File: src/rtl/uart_hex_entry_rx.sv
// UART receiver feeding an N-digit hex entry buffer with backspace/escape editing.
// Optional even parity: define UART_PARITY_EN.
module uart_hex_entry_rx #(
    parameter int CLK_HZ = 60_000_000,
    parameter int BAUD   = 115_200,
    parameter int DIGITS = 6
) (
    input  logic                  clk,
    input  logic                  rst_n,
    input  logic                  uart_rxd,
    output logic [4*DIGITS-1:0]   hex_out,
    output logic [DIGITS-1:0]     digit_valid,
    output logic                  byte_strobe,
    output logic [7:0]            byte_data,
    output logic                  rx_busy,
    output logic                  frame_err,
    output logic                  parity_err
);

    localparam int CPB  = CLK_HZ / BAUD;
    localparam int HALF = CPB / 2;
    localparam int CW   = $clog2(CPB);

    localparam logic [2:0] S_IDLE    = 3'd0;
    localparam logic [2:0] S_START   = 3'd1;
    localparam logic [2:0] S_DATA    = 3'd2;
    localparam logic [2:0] S_PARITY  = 3'd3;
    localparam logic [2:0] S_STOP    = 3'd4;
    localparam logic [2:0] S_WAIT_HI = 3'd5;

    logic                 rx_meta;
    logic                 rxs;
    logic [2:0]           state;
    logic [CW-1:0]        cnt;
    logic [2:0]           bitn;
    logic [7:0]           shreg;
    logic                 is_hex;
    logic [3:0]           nib;
    logic [4*DIGITS-1:0]  nib_ext;
    logic [DIGITS-1:0]    one_lsb;
    logic                 par_ok;
    logic                 bit_tick;

`ifdef UART_PARITY_EN
    logic                 par_bad;
    assign par_ok = !par_bad;
`else
    assign par_ok = 1'b1;
`endif

    assign rx_busy  = (state != S_IDLE);
    assign bit_tick = (cnt == CW'(CPB - 1));

    always_comb begin
        is_hex  = 1'b0;
        nib     = '0;
        nib_ext = '0;
        one_lsb = '0;
        if (shreg >= 8'h30 && shreg <= 8'h39) begin
            is_hex = 1'b1;
            nib    = shreg[3:0];
        end else if ((shreg >= 8'h41 && shreg <= 8'h46) ||
                     (shreg >= 8'h61 && shreg <= 8'h66)) begin
            is_hex = 1'b1;
            nib    = shreg[3:0] + 4'd9;
        end
        nib_ext[3:0] = nib;
        one_lsb[0]   = 1'b1;
    end

    always_ff @(posedge clk or negedge rst_n) begin
        if (!rst_n) begin
            rx_meta     <= 1'b1;
            rxs         <= 1'b1;
            state       <= S_IDLE;
            cnt         <= '0;
            bitn        <= '0;
            shreg       <= '0;
            hex_out     <= '0;
            digit_valid <= '0;
            byte_strobe <= 1'b0;
            byte_data   <= '0;
            frame_err   <= 1'b0;
            parity_err  <= 1'b0;
`ifdef UART_PARITY_EN
            par_bad     <= 1'b0;
`endif
        end else begin
            rx_meta     <= uart_rxd;
            rxs         <= rx_meta;
            byte_strobe <= 1'b0;
            frame_err   <= 1'b0;
            parity_err  <= 1'b0;
            case (state)
                S_IDLE: begin
                    cnt  <= '0;
                    bitn <= '0;
                    if (!rxs) state <= S_START;
                end
                S_START: begin
                    // Half-bit check rejects short glitches before committing to a frame
                    if (cnt == CW'(HALF - 1)) begin
                        cnt   <= '0;
                        state <= rxs ? S_IDLE : S_DATA;
                    end else begin
                        cnt <= cnt + 1'b1;
                    end
                end
                S_DATA: begin
                    if (bit_tick) begin
                        cnt   <= '0;
                        shreg <= {rxs, shreg[7:1]};
                        bitn  <= bitn + 1'b1;
                        if (bitn == 3'd7) begin
`ifdef UART_PARITY_EN
                            state <= S_PARITY;
`else
                            state <= S_STOP;
`endif
                        end
                    end else begin
                        cnt <= cnt + 1'b1;
                    end
                end
                S_PARITY: begin
                    if (bit_tick) begin
                        cnt   <= '0;
                        state <= S_STOP;
`ifdef UART_PARITY_EN
                        par_bad <= rxs ^ (^shreg);
`endif
                    end else begin
                        cnt <= cnt + 1'b1;
                    end
                end
                S_STOP: begin
                    if (bit_tick) begin
                        cnt <= '0;
                        if (!rxs) begin
                            frame_err <= 1'b1;
                            state     <= S_WAIT_HI;
                        end else begin
                            state <= S_IDLE;
                            if (!par_ok) begin
                                parity_err <= 1'b1;
                            end else begin
                                byte_strobe <= 1'b1;
                                byte_data   <= shreg;
                                if (is_hex) begin
                                    hex_out     <= (hex_out << 4) | nib_ext;
                                    digit_valid <= (digit_valid << 1) | one_lsb;
                                end else if (shreg == 8'h08) begin
                                    if (digit_valid != '0) begin
                                        hex_out     <= hex_out >> 4;
                                        digit_valid <= digit_valid >> 1;
                                    end
                                end else if (shreg == 8'h1B) begin
                                    hex_out     <= '0;
                                    digit_valid <= '0;
                                end
                            end
                        end
                    end else begin
                        cnt <= cnt + 1'b1;
                    end
                end
                S_WAIT_HI: begin
                    if (rxs) state <= S_IDLE;
                end
                default: state <= S_IDLE;
            endcase
        end
    end

endmodule

File: config.mk
export PLATFORM = sky130hd
export DESIGN_NAME = uart_hex_entry_rx
export DESIGN_NICKNAME = d
export VERILOG_FILES = /design/src/rtl/uart_hex_entry_rx.sv
export SDC_FILE = /design/constraint.sdc
export NUM_CORES = 1
export LEC_CHECK = 0
export CELL_PAD_IN_SITES_DETAIL_PLACEMENT = 0
export CELL_PAD_IN_SITES_GLOBAL_PLACEMENT = 1
export CORE_AREA = 4 4 84 86
export CTS_BUF_LIST = sky130_fd_sc_hd__clkbuf_4 sky130_fd_sc_hd__clkbuf_8 sky130_fd_sc_hd__clkbuf_16
export DETAILED_ROUTE_END_ITERATION = 12
export DIE_AREA = 0 0 88 90
export DONT_BUFFER_PORTS = 1
export PLACE_DENSITY_LB_ADDON = 0.3
export SETUP_SLACK_MARGIN = 0.02
export SLEW_MARGIN = 10
export SYNTH_ARGS = -nofsm -noshare
export SYNTH_HDL_FRONTEND = slang
export SYNTH_SLANG_ARGS = --single-unit
File: constraint.sdc
create_clock -name clk -period 5.65 [get_ports clk]
set_input_delay 0.565 -clock clk [delete_from_list [all_inputs] [get_ports clk]]
set_output_delay 0.565 -clock clk [all_outputs]
set_load 0.02 [all_outputs]
=== Yosys cells after proc, flatten, opt, wreduce, memory -nomap -nowiden ===
Cells that the tools add are included.

* Logic and storage cells: 88
* Output and inout port bits: 42
* Register bits after elaboration: 66
* Bits of input ports: 3

* Multiplexer cells: 33
* Add/subtract/negate cells: 3
* Reductions and logical operators: 16
* Eq/ne operators: 18
* Bitwise gates (word level): 1
* Magnitude comparators: 6

{| class="wikitable"
|+ Operator list
! kind !! count
|-
| two-way mux 24 bit || 4
|-
| case mux 10 bit (3 select lines) || 1
|-
| two-way mux 3 bit || 9
|-
| two-way mux 6 bit || 4
|-
| bitwise OR 24 x 4 -> 24 bit || 1
|-
| two-way mux 10 bit || 2
|-
| case mux 3 bit (6 select lines) || 1
|-
| >= comparator 8 x 7 -> 1 bit, second input constant || 2
|-
| less-or-equal comparator 8 x 7 -> 1 bit, second input constant || 2
|-
| inequality test 2 bit, second input constant || 7
|-
| adder 10 x 1 -> 10 bit, second input constant || 1
|-
| == test 10 bit, second input constant || 1
|-
| == test 10 x 9 -> 1 bit, second input constant || 1
|-
| == test 3 bit, second input constant || 3
|-
| nonzero test 3 bit || 3
|-
| == test 8 x 4 -> 1 bit, second input constant || 1
|-
| == test 8 x 5 -> 1 bit, second input constant || 1
|-
| >= comparator 8 x 6 -> 1 bit, second input constant || 1
|-
| less-or-equal comparator 8 x 6 -> 1 bit, second input constant || 1
|-
| two-way mux 1 bit || 8
|-
| two-way mux 4 bit || 2
|-
| AND reduction 7 bit || 1
|-
| == test 3 x 2 -> 1 bit, second input constant || 2
|-
| case mux 3 bit (2 select lines) || 1
|-
| 14 further kinds || 17
|}

=== Longest topological paths before layout ===
* Word-level depth: 7
* Mapped depth: 8
* Gate-level depth less buffers: 7

=== Least setup slack after synthesis ===
OpenSTA, ideal clock, no wires.

* Path type: reg2reg
* Start point: register cnt[0]
* End point: register hex_out[0]
* Arrival time: 2.064 ns
* Clock period less this slack: 2.192 ns
* Data required time: 5.523 ns
* Cell stages (with the launch flop): 8
* Slack: 3.458 ns
* Path through: dfrtp_1 > ha_1 > or4b_4 > nor4_4 > nand2_2 > a21oi_4 > buf_6 > mux2_1

* Cells in the longest elaborated chain, start to end: 2

{| class="wikitable"
|+ Ends and longest elaborated chain
! element !! line !! RTL
|-
| start, declared || 34 || <nowiki>logic [CW-1:0] cnt;</nowiki>
|-
| start signal, assigned || 106 || <nowiki>cnt <= cnt + 1'b1;</nowiki>
|-
| start signal, assigned || 122 || <nowiki>cnt <= cnt + 1'b1;</nowiki>
|-
| start signal, assigned || 133 || <nowiki>cnt <= cnt + 1'b1;</nowiki>
|-
| == test 10 bit || 52 || <nowiki>assign bit_tick = (cnt == CW'(CPB - 1));</nowiki>
|-
| AND reduction 5 bit (no source line) || -- ||
|-
| end signal, assigned || 150 || <nowiki>hex_out <= (hex_out << 4) | nib_ext;</nowiki>
|-
| end signal, assigned || 154 || <nowiki>hex_out <= hex_out >> 4;</nowiki>
|-
| end, declared || 11 || <nowiki>output logic [4*DIGITS-1:0] hex_out,</nowiki>
|}

No other way between the ends.
A chain may end at the register's enable or synchronous reset.

=== Worst setup path in the final report ===
* Start point: register cnt[0]
* End point: register hex_out[1]

Same word-level chain as after synthesis.

==> summary.txt <==
Worst setup path
  – CP max stage cell: a21oi_4
  – Crit path DAT: 3.44 ns
  – CP Buf/Inv Count: 0
  – Critical Path Sink Type: flop
  – Largest stage delay, worst path: 0.84 ns
  – Crit path max-delay family: simple AND/OR/NAND/NOR gates
  – Critical Path RT: 5.86 ns
  – Crit Path Category: reg2reg
  – Worst path cell trace: ha_1 -> or4b_4 -> nor4_4 -> nand2_2 -> a21oi_4 -> mux2_1
  – Startpoint Class: flop
  – Crit path max fanout: 36

Yosys
  – Synth area leaders: dfrtp_1, a2bb2oi_1, o21ai_0
  – Synth Instances: 294
  – Area leader, netlist: dfrtp_1
  – Post-synth top cells: dfrtp_1, o21ai_0, a21oi_1
  – Synth async-reset ratio: 100%
  – Most common cell in the netlist: dfrtp_1
  – Register bit total from synthesis: 66
  – Share of the synthesized area in the top cell type: roughly 50%
  – Number of enable flip-flop cells after synthesis: 0
  – Post-Syn Area: ~3200 um2
  – Mapped Nets: 304
  – Synthesis Warnings: 0
  – Post-Syn Area per Cell: 11.0 um2
  – Yosys cell types: 55
  – Sequential fraction of the synthesis area: 51.2%
  – Most common flop cell mapped by yosys: dfrtp_1

STA
  – Slew Limit Fails: 0
  – Max transition margin: 36.8%
  – RSZ-0062 raised after global routing: no
  – Worst Tran Pin Value: 0.947 ns
  – Fin crit share: 57.0%
  – Tmin final: 3.22 ns
  – Final Hold Vio Count: 0
  – Setup Viol. Count Final: 0
  – Peak Freq: 0.310 GHz
  – Worst Skew: 0.0101 ns
  – Setup TNS: 0 ns

Clocking
  – Number of setup buffers added after CTS: 0
  – H-tree Lvls: 3
  – Worst-Skew Late Latency: around 0.34 ns
  – TritonCTS clock tree: built
  – Resize count post-CTS: 0
  – CTS Hold Bufs: 1
  – Clock root cell: clkbuf_8
  – Clock Tree Buf Depth: 2
  – Clock slew seen by the registers of the worst setup and hold paths: approximately 0.070 ns
  – CTS sink cnt: 66
  – CTS Buf Count: 9

Routing
  – Total Wirelength: 6480 um
  – Via count: about 2200
  – Drt via density: approximately 6.0
  – Initial DRC count: 166
  – Drt first pass iters: 4
  – Routed length per placed instance: 17.6 um
  – Detail Route Antenna Nets: 0
  – DRC: 0

Floorplanning
  – Die area: just under 8000 um2
  – Initial Utilization: 51.4%
  – Die Width: slightly below 90 um
  – I/O pin cnt: 45
  – Placeable core area: 6280 um2
  – Rows: 29
  – Die Ht: 90 um

Power and ir drop
  – PD cells: roughly 260 nW/um2
  – Worst vdd ir: about 0.17 mV
  – P_leak: 0.00156 uW

GRT
  – Total Routing Usage GR: 17.3%
  – Vias in the first global route: ~2100
  – Global-route congestion overflow total: 0
  – Antenna violations before repair: 0
  – Largest net degree at the start of global routing: 65
  – First-pass GRT wire length: 10800 um

Place
  – Hpwl dp: 3930 um
  – Number of I/O port buffers: 0
  – Final Wtd Congestion: 0.802
  – DP Cell Count: 351

Layout
  – Share of cells above drive strength 1: 15.5%
  – N_diodes: 0
  – Final net count: 296
  – Finished Layout Cells: between 300 and 400
  – Area Overhead vs Synth: 7.25%

Status
  – Outcome: finished, final reports clean

Hold path
  – Hold Path Class: in2async

Flow run
  – Max-cap check violation count: 0
## where the power goes
| part | total [uW] | switching, uW | internal, uW |
|---|---|---|---|
| clock network | 400 | 174 | 226 |
| registers | 474 | 0.649 | 474 |
| logic | 11.2 | 9.10 | 2.14 |
| total | 885 | 184 | 702 |
## per-layer routing
metal / wire (um) / up-vias / global-route usage (%)
li1: - / 1059 / -
met5: 0 / - / 0
met4: 88 / 0 / 5.75
met2: 2870 / 45 / 23.6
met1: 3150 / 1104 / 25.3
met3: 367 / 7 / 6.31
## final timing paths
path | slack [ns] | cells past startpoint | start | to
worst max-delay path | 2.43 | 6 | cnt[0] | hex_out[1]
worst min-delay path | 0.08 | 0 | rst_n | rxs
worst max register to register | 2.43 | 6 | cnt[0] | hex_out[1]
worst min register to register | 0.36 | 0 | rx_meta | rxs
max in group asynchronous | 5.27 | 1 | rst_n | state[0]
min in group clk | 0.23 | 0 | uart_rxd | rx_meta
## state kept, by name, summed over array words and instances (netlist names)
| register | cells |
|---|---|
| hex_out | 24 |
| cnt | 10 |
| byte_data | 8 |
| shreg | 8 |
| digit_valid | 6 |
| bitn | 3 |
| state | 3 |
| byte_strobe | 1 |
| frame_err | 1 |
| rx_meta | 1 |
| rxs | 1 |
## metrics by stage
step	utilization (%)	cell area, um2	total power, uW	setup slack, ns	hold slack, ns
4_1_cts	55.2	3460	898	2.43	0.0563
3_3_place_gp	51.5	3230	484	2.49	0.272
3_5_place_dp	51.5	3230	484	2.45	0.272
5_1_grt	55.2	3460	917	2.18	0.0430
2_1_floorplan	-	3230	485	3.46	0.269
6_report	55.2	3460	885	2.43	0.0756
## area by class of cell
cell class	instances	area (um2)
Tap cell	77	96.3
Clock buffer	12	153
Timing Repair Buffer	2	35.0
Clock inverter	4	51.3
Fill cell	556	2820
Sequential cell	66	1650
Inverter	12	45.0
Multi-Input combinational cell	195	1430
## worst register-to-register path: stages, from the launching register on
cell,delay (ns)
dfrtp_1,0.38
ha_1,0.21
or4b_4,0.51
nor4_4,0.31
nand2_2,0.48
a21oi_4,0.84
mux2_1,0.38
## cells in the final DEF (no fill, tap or decap), types with 3 or more instances in the layout
master,netlist,layout
nand3_1,7,7
nand2_1,10,10
ha_1,7,7
xor2_1,6,6
nor2_1,12,12
mux2_2,13,13
nor3_1,3,3
inv_1,12,12
a21oi_1,24,24
o2bb2ai_1,7,7
o21ai_0,30,30
nor2b_1,5,5
and4_1,3,3
a2bb2oi_1,22,22
dfrtp_1,64,64
or2_2,3,3
mux2_1,3,3
clkbuf_8,0,10
## cell families after synthesis
| kind of cell | after synthesis | share of synthesized area (%) |
|---|---|---|
| mux | 17 | 5.89 |
| xor+xnor | 7 | 1.90 |
| fa+ha+maj | 8 | 3.02 |
| simple gates | 60 | 11.2 |
| other cells | 1 | 0.116 |
| flops | 66 | 51.2 |
| buf+inv | 33 | 4.53 |
| compound gates | 102 | 22.1 |
Power figures use the tool's default switching activity.
==> RTL change, RTL diff (config.mk and constraints unchanged) <==
Put one more register stage on the output `parity_err`, without a reset. The value now appears one clock later. The other outputs are not delayed to match.
--- a/src/rtl/uart_hex_entry_rx.sv
+++ b/src/rtl/uart_hex_entry_rx.sv
@@ -27,6 +27,8 @@
     localparam logic [2:0] S_PARITY  = 3'd3;
     localparam logic [2:0] S_STOP    = 3'd4;
     localparam logic [2:0] S_WAIT_HI = 3'd5;
+
+    logic parity_err_s0;
 
     logic                 rx_meta;
     logic                 rxs;
@@ -81,7 +83,7 @@
             byte_strobe <= 1'b0;
             byte_data   <= '0;
             frame_err   <= 1'b0;
-            parity_err  <= 1'b0;
+            parity_err_s0 <= 1'b0;
 `ifdef UART_PARITY_EN
             par_bad     <= 1'b0;
 `endif
@@ -90,7 +92,7 @@
             rxs         <= rx_meta;
             byte_strobe <= 1'b0;
             frame_err   <= 1'b0;
-            parity_err  <= 1'b0;
+            parity_err_s0 <= 1'b0;
             case (state)
                 S_IDLE: begin
                     cnt  <= '0;
@@ -142,7 +144,7 @@
                         end else begin
                             state <= S_IDLE;
                             if (!par_ok) begin
-                                parity_err <= 1'b1;
+                                parity_err_s0 <= 1'b1;
                             end else begin
                                 byte_strobe <= 1'b1;
                                 byte_data   <= shreg;
@@ -172,5 +174,9 @@
         end
     end
 
+    always_ff @(posedge clk) begin
+        parity_err <= parity_err_s0;
+    end
+
 endmodule
 
Formal check against the unedited RTL: equivalent (Yosys induction, for registers that start in step).
==> RTL change against the original RTL <==
Power grew 5.0%; sequential cell count unchanged; non-clock buffer count down 1; maximum frequency shrank 1.4%; hold slack lost 0.0068 ns; sequential share of layout area down 1.8 points; sequential power barely moved; cell area up 3.9%; routed wire length rose by 4.6%; area after synthesis is 4.0% higher; highest routed layer unchanged; critical path type unchanged; setup slack worse by 0.047 ns.
==> RTL change: results (changes against the original RTL) <==
Seq/Total Area, Yosys 49.3% (was 51.2%); cell types occupying the most area after synthesis dfrtp_1 (48%), a2bb2oi_2 (8.9%), mux2_2 (5.4%), o21ai_0 (5.1%), a21oi_1 (3.9%) (was dfrtp_1 (50%), a2bb2oi_1 (6.0%), o21ai_0 (4.7%), mux2_2 (4.5%), a21oi_1 (3.7%)); Clk Latency, worst-skew pair 0.34 ns (about the same); Post-synth top flop dfrtp_1 (unchanged); ant diodes 0 (unchanged); GRT Overall Usage 18.5% (was 17.3%); Port Buf Inserts 0 (unchanged); Net Sw Power 0.000193 W (was 0.000184 W); Slew @ Worst Pin 0.984 ns (was 0.947 ns); clock buffer depth 2 (unchanged); Max VDD drop 0.000149 V (was 0.000167 V); Comb power frac 1.2%; Detailed Route Iter0 Violations 217 (was 166); CTS H-tree depth 3 (unchanged); worst slack, placed 2.45 ns (about the same); antenna violations before repair 0 (unchanged); CTS clock-pin slew for the worst setup and hold paths 0.07 ns (about the same); CTS buffer count 9 (unchanged); Commonest cells post-synth dfrtp_1 (64), o21ai_0 (34), a21oi_1 (26), a2bb2oi_2 (20), mux2_2 (16) (was dfrtp_1 (64), o21ai_0 (30), a21oi_1 (24), a2bb2oi_1 (22), clkbuf_1 (14)); layout cells sized above 1 21.5% (was 15.5%); worst-path fanout max 36 (unchanged); status complete, no violations (unchanged); Async S/R FF share, synth 100% (unchanged); Arr. time, crit path 3.49 ns (was 3.44 ns); Clock Root Buffer clkbuf_8 (unchanged); family with the most delay on the worst path simple AND/OR/NAND/NOR gates (unchanged); syn_nets 307 (was 304); Detailed Place HPWL 4310 µm (was 3930 µm); largest net degree at the start of global routing 65 (unchanged); Clock Skews 0.00751 ns (was 0.0101 ns); number of global-route vias before repair 2189 (was 2103); dpl cell area 0.00334 mm² (was 0.00323 mm²); largest registers hex_out: 24 flops, cnt: 10 flops (unchanged); Cell variety after synth 59 (was 55); gp weighted congestion 0.778 (was 0.802); via count 2288 (was 2215); post-cts sizing count 0 (unchanged); leakage 1.67 nW (was 1.56 nW); Min-Delay Path Class in -> async (unchanged); Yosys Warn Count 0 (unchanged); global-route wire length before repair 11600 µm (was 10800 µm); Pwr Total 0.000929 W (was 0.000885 W); Reg power frac 51.1% (was 53.6%); Pre-Repair DR Iteration Count 4 (unchanged); metal3 WL 419 µm (was 367 µm); metal2 WL 3070 µm (was 2870 µm); Cells after DPL 353 (was 351); Syn Inst Count 297 (was 294); DR WL/cell 18.3 µm (was 17.6 µm); max layer used met4 (unchanged); M1 WL 3240 µm (was 3150 µm); crit-path max cell delay 0.95 ns (was 0.84 ns); Layout Cells excl Fill 370 (was 368); CP max-delay cell a21oi_4 (unchanged)
RTL change: changes by cell type in the layout (fill, tap and decap cells not counted), moves of 5 or more:
cell       before  now
a22o_1          0    5
nand2_1        10   15
a21o_1          1    7
xor2_1          6    0
a2bb2oi_2       0   20
a2bb2oi_1      22    1
and3_1          1    6
o2bb2ai_1       7    0
RTL change: worst paths after layout:
kind | from | end | slack (ns) | depth (start not counted)
worst min-delay path | rst_n | rxs | 0.07 | 0
min in group clk | uart_rxd | rx_meta | 0.22 | 0
worst max register to register | cnt[0] | hex_out[0] | 2.38 | 6
worst min register to register | rx_meta | rxs | 0.36 | 0
worst max-delay path | cnt[0] | hex_out[0] | 2.38 | 6
max in group asynchronous | rst_n | cnt[1] | 5.30 | 1
RTL change: cells by family (layout without fill, tap and decap cells):
logic type      Yosys count  count (layout)  synth area share, %
compound gates          114             114                 26.8
flops                    66              66                 49.3
simple gates             61              61                 10.7
buf+inv                  29              25                 4.18
mux                      17              17                 5.67
fa+ha+maj                 8               8                 2.91
other cells               1               1                0.112
xor+xnor                  1               1                0.261
RTL change: per-layer routing:
metal / vias to the layer above / track usage (%)
li1: 1092 / -
met1: 1140 / 27.1
met2: 51 / 25.6
met3: 5 / 5.58
met4: 0 / 6.91
met5: - / 0
RTL change: what timing repair did:
item	4_1_cts	5_1_grt
hold endpoints to repair	64	0
setup buffers	0	0
hold buffers	1	0
RTL change: area by class of cell:
class                      count  area, µm²
fill                         537       2680
sequential                    66       1650
multi-input combinational    202       1560
clock buffer                  10        138
tap                           77       96.3
clock inverter                 6       90.1
inverter                       8       30.0
timing repair buffer           1       27.5
RTL change: through the flow:
stage	hold WS, ns	util, %
final	0.0688	57.3
after global routing	0.0389	57.3
after CTS	0.0477	57.3
after detailed placement	0.272	53.2
after global placement	0.272	53.2
after floorplan	0.269	-
